## src/rtl/ficonv_mod.sv

```systemverilog
// ficonv_mod: pipelined float-to-integer converter for the FP math unit.
// Converts one packed 82-bit sngl/dbl/ext operand to a 64-bit signed or unsigned
// integer and raises the invalid and inexact flags.
// Pipeline: input capture -> unpack -> shift -> round/negate/saturate (result register).
// All stages advance only when clkEn=1.
// Optional feature: define FICONV_RNDMODE_EN to add the rnd[1:0] rounding-mode input.
// Without it, conversion always truncates toward zero.
module ficonv_mod #(
  parameter logic [63:0] INDEF = 64'h8000_0000_0000_0000
) (
  input  logic        clk,
  input  logic        rst,
  input  logic        en,
  input  logic        clkEn,
  input  logic [81:0] A,
  input  logic        fromSNG,
  input  logic        fromDBL,
  input  logic        fromEXT,
  input  logic        isS,
`ifdef FICONV_RNDMODE_EN
  input  logic [1:0]  rnd,
`endif
  output logic [64:0] res,
  output logic        invalid,
  output logic        inexact,
  output logic        alt
);

  typedef enum logic [1:0] {
    RndNearEven = 2'd0,
    RndDown     = 2'd1,
    RndUp       = 2'd2,
    RndZero     = 2'd3
  } rnd_e;

  localparam logic [64:0] TwoPow63 = 65'h0_8000_0000_0000_0000;

  rnd_e rnd_mode;

`ifdef FICONV_RNDMODE_EN
  assign rnd_mode = rnd_e'(rnd);
`else
  assign rnd_mode = RndZero;
`endif

  // ---------------------------------------------------------------------------
  // Stage 0: capture the operand together with its mode bits
  // ---------------------------------------------------------------------------
  logic        s0_vld;
  logic [81:0] s0_a;
  logic [2:0]  s0_fmt;
  logic        s0_iss;
  rnd_e        s0_rnd;

  // Capture register; mode bits travel alongside the operand.
  always_ff @(posedge clk or posedge rst) begin
    if (rst) begin
      s0_vld <= 1'b0;
      s0_a   <= '0;
      s0_fmt <= '0;
      s0_iss <= 1'b0;
      s0_rnd <= RndZero;
    end else if (clkEn) begin
      s0_vld <= en;
      s0_a   <= A;
      s0_fmt <= {fromSNG, fromDBL, fromEXT};
      s0_iss <= isS;
      s0_rnd <= rnd_mode;
    end
  end

  // ---------------------------------------------------------------------------
  // Stage 1: unpack fields, unbias the exponent, classify the operand
  // ---------------------------------------------------------------------------
  logic [14:0]        u_exp;
  logic signed [16:0] u_bias;
  logic signed [16:0] u_unb;
  logic signed [16:0] u_sh_s;
  logic               u_x;
  logic               u_sign;
  logic               u_none;
  logic               u_fzero;
  logic               u_eones;
  logic [63:0]        u_man;
  logic               u_zero;
  logic               u_nan;
  logic               u_big;
  logic               u_tiny;

  // Field extraction per layout; stored exponent msb is inverted w.r.t. IEEE.
  always_comb begin
    u_exp   = '0;
    u_bias  = '0;
    u_x     = 1'b0;
    u_sign  = 1'b0;
    u_none  = 1'b0;
    u_fzero = 1'b0;
    u_eones = 1'b0;
    u_man   = '0;
    unique case (s0_fmt)
      3'b100: begin
        u_x     = s0_a[32];
        u_sign  = s0_a[31];
        u_exp   = {7'd0, ~s0_a[30], s0_a[29:23]};
        u_fzero = (s0_a[30:23] == 8'd0);
        u_eones = (u_exp[7:0] == 8'hFF);
        u_bias  = 17'sd127;
        u_man   = {1'b1, s0_a[22:0], 40'd0};
      end
      3'b010: begin
        // A[32] is a gap bit in the dbl layout and is ignored.
        u_x     = s0_a[65];
        u_sign  = s0_a[64];
        u_exp   = {4'd0, ~s0_a[63], s0_a[62:53]};
        u_fzero = (s0_a[63:53] == 11'd0);
        u_eones = (u_exp[10:0] == 11'h7FF);
        u_bias  = 17'sd1023;
        u_man   = {1'b1, s0_a[52:33], s0_a[31:0], 11'd0};
      end
      3'b001: begin
        // ext carries an explicit integer bit in the mantissa.
        u_sign  = s0_a[81];
        u_exp   = {~s0_a[80], s0_a[79:66]};
        u_x     = s0_a[65];
        u_fzero = (s0_a[80:66] == 15'd0);
        u_eones = &u_exp;
        u_bias  = 17'sd16383;
        u_man   = {s0_a[64:33], s0_a[31:0]};
      end
      default: u_none = 1'b1;
    endcase
    u_unb  = $signed({2'b00, u_exp}) - u_bias;
    // Right-shift distance that brings the binary point to bit 0.
    u_sh_s = 17'sd63 - u_unb;
  end

  // Operand class; zero also covers "no format selected".
  always_comb begin
    u_zero = u_none | (~u_x & u_fzero);
    u_nan  = ~u_none & u_x & u_eones;
    u_big  = (u_unb > 17'sd63);
    u_tiny = (u_unb < -17'sd1);
  end

  logic        s1_vld;
  logic        s1_sign;
  logic        s1_iss;
  rnd_e        s1_rnd;
  logic        s1_zero;
  logic        s1_bad;
  logic        s1_tiny;
  logic [6:0]  s1_sh;
  logic [63:0] s1_man;

  // Unpack register.
  always_ff @(posedge clk or posedge rst) begin
    if (rst) begin
      s1_vld  <= 1'b0;
      s1_sign <= 1'b0;
      s1_iss  <= 1'b0;
      s1_rnd  <= RndZero;
      s1_zero <= 1'b0;
      s1_bad  <= 1'b0;
      s1_tiny <= 1'b0;
      s1_sh   <= '0;
      s1_man  <= '0;
    end else if (clkEn) begin
      s1_vld  <= s0_vld;
      s1_sign <= u_sign;
      s1_iss  <= s0_iss;
      s1_rnd  <= s0_rnd;
      s1_zero <= u_zero;
      s1_bad  <= ~u_zero & (u_nan | u_big);
      s1_tiny <= u_tiny;
      s1_sh   <= u_sh_s[6:0];
      s1_man  <= u_man;
    end
  end

  // ---------------------------------------------------------------------------
  // Stage 2: align mantissa, extract integer magnitude, guard and sticky
  // ---------------------------------------------------------------------------
  logic [127:0] sh_wide;
  logic [63:0]  sh_mag;
  logic         sh_guard;
  logic         sh_sticky;

  // Shift {man, 0} so the upper half is the integer and the lower half the fraction.
  always_comb begin
    sh_wide   = {s1_man, 64'd0} >> s1_sh;
    sh_mag    = sh_wide[127:64];
    sh_guard  = sh_wide[63];
    sh_sticky = |sh_wide[62:0];
    if (s1_zero) begin
      sh_mag    = '0;
      sh_guard  = 1'b0;
      sh_sticky = 1'b0;
    end else if (s1_tiny) begin
      // |value| < 0.5: everything lands in the sticky bit.
      sh_mag    = '0;
      sh_guard  = 1'b0;
      sh_sticky = |s1_man;
    end
  end

  logic        s2_vld;
  logic        s2_sign;
  logic        s2_iss;
  rnd_e        s2_rnd;
  logic        s2_zero;
  logic        s2_bad;
  logic [63:0] s2_mag;
  logic        s2_guard;
  logic        s2_sticky;

  // Shift register.
  always_ff @(posedge clk or posedge rst) begin
    if (rst) begin
      s2_vld    <= 1'b0;
      s2_sign   <= 1'b0;
      s2_iss    <= 1'b0;
      s2_rnd    <= RndZero;
      s2_zero   <= 1'b0;
      s2_bad    <= 1'b0;
      s2_mag    <= '0;
      s2_guard  <= 1'b0;
      s2_sticky <= 1'b0;
    end else if (clkEn) begin
      s2_vld    <= s1_vld;
      s2_sign   <= s1_sign;
      s2_iss    <= s1_iss;
      s2_rnd    <= s1_rnd;
      s2_zero   <= s1_zero;
      s2_bad    <= s1_bad;
      s2_mag    <= sh_mag;
      s2_guard  <= sh_guard;
      s2_sticky <= sh_sticky;
    end
  end

  // ---------------------------------------------------------------------------
  // Stage 3: round, range-check, negate, saturate to INDEF
  // ---------------------------------------------------------------------------
  logic        rc_inc;
  logic [64:0] rc_mag;
  logic        rc_oor;
  logic [63:0] rc_val;
  logic [64:0] rc_res;
  logic        rc_inv;
  logic        rc_inx;

  // Rounding increment from guard/sticky; toward-zero never increments.
  always_comb begin
    rc_inc = 1'b0;
    case (s2_rnd)
      RndNearEven: rc_inc = s2_guard & (s2_sticky | s2_mag[0]);
      RndDown:     rc_inc = s2_sign & (s2_guard | s2_sticky);
      RndUp:       rc_inc = ~s2_sign & (s2_guard | s2_sticky);
      default:     rc_inc = 1'b0;
    endcase
  end

  // Range check on the rounded magnitude (65 bits so a carry-out is visible).
  always_comb begin
    rc_mag = {1'b0, s2_mag} + 65'(rc_inc);
    if (s2_iss) begin
      rc_oor = s2_sign ? (rc_mag > TwoPow63) : (rc_mag >= TwoPow63);
    end else begin
      // Negative values that truncate to zero stay legal.
      rc_oor = rc_mag[64] | (s2_sign & (|rc_mag));
    end
    rc_val = s2_sign ? (~rc_mag[63:0] + 64'd1) : rc_mag[63:0];
  end

  // Final result selection; bit 64 mirrors bit 63 only for signed results.
  always_comb begin
    rc_res = '0;
    rc_inv = 1'b0;
    rc_inx = 1'b0;
    if (s2_zero) begin
      rc_res = '0;
    end else if (s2_bad | rc_oor) begin
      rc_inv = 1'b1;
      rc_res = {s2_iss & INDEF[63], INDEF};
    end else begin
      rc_inx = s2_guard | s2_sticky;
      rc_res = {s2_iss & rc_val[63], rc_val};
    end
  end

  // Result register; alt pulses only after an advancing edge that retires an op.
  always_ff @(posedge clk or posedge rst) begin
    if (rst) begin
      alt     <= 1'b0;
      res     <= '0;
      invalid <= 1'b0;
      inexact <= 1'b0;
    end else begin
      alt <= clkEn & s2_vld;
      if (clkEn && s2_vld) begin
        res     <= rc_res;
        invalid <= rc_inv;
        inexact <= rc_inx;
      end
    end
  end

endmodule

```

## config.mk

```make
export PLATFORM = sky130hd
export DESIGN_NAME = ficonv_mod
export DESIGN_NICKNAME = d
export VERILOG_FILES = /design/src/rtl/ficonv_mod.sv
export SDC_FILE = /design/constraint.sdc
export NUM_CORES = 1
export LEC_CHECK = 0
export CAP_MARGIN = 40
export CORE_ASPECT_RATIO = 1.2
export CORE_MARGIN = 2
export CORE_UTILIZATION = 40
export CTS_CLUSTER_DIAMETER = 80
export DETAILED_ROUTE_END_ITERATION = 7
export GPL_ROUTABILITY_DRIVEN = 0
export GPL_TIMING_DRIVEN = 1
export HOLD_SLACK_MARGIN = 0.02
export PLACE_DENSITY = 0.63
export SLEW_MARGIN = 20
export SYNTH_ARGS = -nofsm -noshare
export SYNTH_HDL_FRONTEND = slang
export SYNTH_SLANG_ARGS = --single-unit
```

## constraint.sdc

```tcl
create_clock -name clk -period 25 [get_ports clk]
set_input_delay 2.5 -clock clk [delete_from_list [all_inputs] [get_ports clk]]
set_output_delay 2.5 -clock clk [all_outputs]
set_load 0.005 [all_outputs]
```

**After elaboration in Yosys (flattened, before gate mapping)**

Index checks and enable logic that the tools add are counted.

- Add/subtract/negate cells: 3
- Reduce and logical (&&, ||, !) cells: 10
- Multiplexer cells: 23
- Bitwise operators: 17
- Shift-type cells: 1
- $lt $le $gt $ge: 4
- Equal/unequal tests: 5

Operator list:

| cell | number |
|---|---|
| 64-bit 2-to-1 mux | 3 |
| 64-bit one-hot mux with 3 select lines | 1 |
| 65-bit 2-to-1 mux | 2 |
| 64-bit OR reduction | 2 |
| 128-bit by 7-bit right shift with 128-bit output | 1 |
| 64-bit by 1-bit adder with 64-bit output, second input constant | 1 |
| 64-bit >= comparator, second input constant | 1 |
| 64-bit greater-than comparator, second input constant | 1 |
| 64-bit NOT | 1 |
| 63-bit OR reduction | 1 |
| 15-bit one-hot mux with 3 select lines | 1 |
| 14-bit one-hot mux with 3 select lines | 1 |
| 16-bit by 7-bit greater-than comparator with 1-bit output, second input constant | 1 |
| 16-bit by 1-bit < comparator with 1-bit output, second input constant | 1 |
| 15-bit by 14-bit subtractor with 16-bit output | 1 |
| 15-bit logical NOT | 1 |
| 15-bit AND reduction | 1 |
| 11-bit equality test, second input constant | 1 |
| 11-bit logical NOT | 1 |
| 1-bit 2-to-1 mux | 11 |
| 1-bit one-hot mux with 3 select lines | 3 |
| 8-bit equality test, second input constant | 1 |
| 8-bit logical NOT | 1 |
| 1-bit bitwise AND | 7 |
| 10 further kinds | 17 |

- Register bits: 303
- Word-level logic and storage cells: 87
- Input port bits: 90

**Longest topological paths before layout**

- Word-level depth: 8
- Depth in mapped cells: 16

**Least setup slack after synthesis**

Ideal clock, no wire load.

- Kind: input to register
- Start point: in clkEn
- End point: reg s2_mag[56]
- Path slack: 21,129 ps
- Buffers on the path: 2
- Data arrival time: 3,793 ps
- Stages on the path: 7
- Cells stage by stage: clkbuf_1 nand2b_1 or3_1 nor2_1 clkbuf_1 nand2_1 o2bb2ai_1

RTL lines:

| element | RTL line | text |
|---|---|---|
| start, declared | 14 | `input logic clkEn,` |
| end signal, assigned | 235 | `s2_mag <= sh_mag;` |
| end, declared | 212 | `logic [63:0] s2_mag;` |

**Worst setup path in the final report**

- Start point: reg s0_fmt[2]
- End point: reg s1_tiny

- Cells in the longest elaborated chain, start to end: 4

RTL lines:

| element | RTL line | text |
|---|---|---|
| start, declared | 51 | `logic [2:0] s0_fmt;` |
| start signal, assigned | 66 | `s0_fmt <= {fromSNG, fromDBL, fromEXT};` |
| 3-bit by 1-bit equality test with 1-bit output, or another cell as far along | 100 | `unique case (s0_fmt)` |
| 15-bit one-hot mux with 3 select lines / 14-bit one-hot mux with 3 select lines (equally long branches) | 100 |  |
| 15-bit by 14-bit subtractor with 16-bit output (*) | 132 | `u_unb = $signed({2'b00, u_exp}) - u_bias;` |
| 16-bit by 1-bit < comparator with 1-bit output (*) | 142 | `u_tiny = (u_unb < -17'sd1);` |
| end signal, assigned | 174 | `s1_tiny <= u_tiny;` |
| end, declared | 151 | `logic s1_tiny;` |

Every way passes the cells marked *; elsewhere a longest branch is shown, timed or not.
A chain may end at the register's enable or synchronous reset.

==> flow_summary.yaml <==
placed_design:
  dp.cells: 2811
  hpwl_um: 51780
  place_ws_ns: 20.00
  portBuffers: 157
die:
  die_height_um: 254.0
  die_area_um2: 53940
  core_area_um2: 51460
  io_pins: 158
  die_x_um: 212.3
  start_util_pct: 40.48
  fp-row-count: 91
cts:
  cts_tree: "built"
  numCtsBuffers: 35
  post_cts_buffers: 0
  clock_path_buffers: 3
  clk_latency_ns: 0.57
  clock-root-buffer: "clkbuf_16"
  clock_sinks: 303
  cts_resized: 0
  clk_pin_slew_worst_paths_ns: 0.06
  cts-htree-levels: 2
  cts_hold_buf: 0
timing:
  setup_violations: 0
  period_minus_slack_ns: 4.728
  finalWorstSetupSlack_ns: 20.27
  clock_skew_ns: 0.03062
  finalSetupTns_ns: 0
  fmax_mhz: 211.5
  hold_violations: 0
  tightest_slew_ns: 1.070
  post-route-period-util_pct: 18.91
  relSlewSlack_pct: 26.81
  slew_violations: 0
  rsz0062_at_grt: "no"
flow_run:
  cap_violations: 0
critical_path:
  critPathArrivalTime_ns: 5.13
  rrSetupSlack_ns: 20.27
  cp.required_ns: 25.40
  slowest_stage: "a222oi_1"
  path_delay_family: "compound AO/OA/AOI/OAI gates"
  cp-start-kind: "register"
  critPathBufInv: 1
  crit_type: "reg2reg"
  endpoint_kind: "register"
  cpPeakStageDelay_ns: 0.87
  cp_max_fo: 71
  crit_chain: "nor3b_4, buf_4, a222oi_1, ha_1, o2111ai_1, nor4b_1, xor2_1, nand3_1, or4_1, nor4_2, a2bb2oi_1, o41ai_1"
cells_and_area:
  nFillCells: 4879
  final_layout_size_suffix_gt1_share_pct: 16.00
  area_delta_synth_final_pct: 15.74
  multiInputGateArea_um2: 12340
  layout.cells.non_filler: 2878
  seqCellArea_um2: 7595
  diodes: 0
  final_nets: 2252
synth:
  synth.largest_area_cell: "dfrtp_1"
  avgSynthCellArea_um2: 9.865
  ys_warn_count: 0
  yosysMostFrequentCell: "dfrtp_1"
  async_reset_ff_share_pct: 100.0
  synthFlopType: "dfrtp_1"
  synth.area.top_cells: "dfrtp_1 36%, mux4_2 9.8%, mux2_2 6.4%"
  synth_seq_cells: 303
  synth.top_cell.area_share_pct: 36.39
  synthDistinctLibCells: 96
  synth_nets: 2209
  synth-seq-area-share_pct: 36.39
  netlist_area_um2: 20830
  synth-edff-count: 0
  netlist_top_cells_count: "303 x dfrtp_1, 201 x nand2_1, 132 x nor2_1"
  synthCells: 2112
route:
  via_per_inst: 6.547
  first_pass_iters: 8
  ant_nets: 0
  wl_um: 72320
  drc: 0
  route.vias.total: 18840
  wire_per_inst_um: 25.13
  drt_iter0_markers: 2174
power_and_ir_drop:
  power_leakage_uw: 0.009464
  p_per_area_nw_per_um2: 75.60
  peakVddDrop_v: 0.00004909
  p_total_uw: 1823
grt:
  antenna_found_initial: 1
  grt_pass1_wl_um: 111800
  grt.total_usage_pct: 26.94
  grt_overflow: 0
  grt_pass1_vias: 18340
  grt_max_degree: 77
status:
  outcome: "finished, final reports clean"
worst_hold_path:
  min_path_type: "reg2reg"
-- worst reg2reg max path, stage by stage (launching register included) --
cell	delay [ns]
dfrtp_1	0.77
nor3b_4	0.07
buf_4	0.37
a222oi_1	0.88
ha_1	0.34
o2111ai_1	0.24
nor4b_1	0.42
xor2_1	0.35
nand3_1	0.10
or4_1	0.44
nor4_2	0.28
a2bb2oi_1	0.22
o41ai_1	0.08
-- final timing paths --
| check | startpoint | to | depth (start not counted) |
|---|---|---|---|
| worst max register to register | s0_fmt[2] | s1_tiny | 12 |
| min in group asynchronous | rst | s0_a[80] | 2 |
| worst min-delay path | res[7] | res[7] | 2 |
| worst max-delay path | s0_fmt[2] | s1_tiny | 12 |
| worst min register to register | res[7] | res[7] | 2 |
| max in group asynchronous | rst | s2_sign | 6 |
-- per-stage QoR --
stage                     cell area [um^2]  util (%)  hold slack (ns)
after floorplan                      20840         -           0.4493
after global placement               22720     44.16           0.4641
after detailed placement             22870     44.45           0.4669
after CTS                            24060     46.75           0.4801
after global routing                 24110     46.86           0.5013
final                                24110     46.86           0.4737
-- power by group --
| group | internal, uW | switching, uW |
|---|---|---|
| Clock | 312 | 219 |
| Sequential | 525 | 76.0 |
| Combinational | 258 | 434 |
| Total | 1090 | 728 |
-- state kept, by name (all words and copies together), names as in the netlist, 3 cells and up --
signal,count
s0_fmt,3
s0_a,82
s2_mag,64
res,65
s1_sh,7
s1_man,64
-- area by class of cell --
type                    instances  area share, %
clock inverters                14         0.8250
inverters                      32         0.5344
repair buffers                196          8.250
well taps                     697          3.616
multi-input cells            1587          51.18
flip-flops and latches        303          31.49
clock buffers                  49          4.099
-- cells by family (layout without fill, tap and decap cells) --
logic type               Yosys count  count (layout)  share of synthesized area (%)
XOR/XNOR                          69              69                          2.901
adder cells (fa/ha/maj)            7               7                         0.4204
buffers and inverters            222             291                          4.504
flip-flops                       303             303                          36.39
AND/OR/NAND/NOR                  596             596                          14.11
AO/OA/AOI/OAI                    617             617                          21.16
multiplexers                     298             298                          20.52
-- layout by cell type (no fill, tap or decap), types with 35 or more instances in the layout --
cell type | Yosys | final
xor2_1 | 58 | 58
a22oi_1 | 73 | 73
mux2_2 | 119 | 119
nor4_1 | 36 | 36
nor3_1 | 41 | 40
nand2_1 | 201 | 200
clkbuf_16 | 0 | 35
a21oi_1 | 78 | 78
nor2_1 | 132 | 131
clkdlybuf4s50_1 | 0 | 156
o2bb2ai_1 | 91 | 91
nand3_1 | 40 | 40
o21ai_0 | 73 | 73
mux4_2 | 91 | 91
o21ai_1 | 63 | 62
mux2i_1 | 84 | 84
dfrtp_1 | 303 | 297
-- routing by layer --
layer | wire, um | global-route usage [%]
met1 | 27830 | 34.27
met2 | 32890 | 42.48
met3 | 7064 | 6.278
met4 | 4525 | 14.57
met5 | 12 | 0
Power figures use the tool's default switching activity.
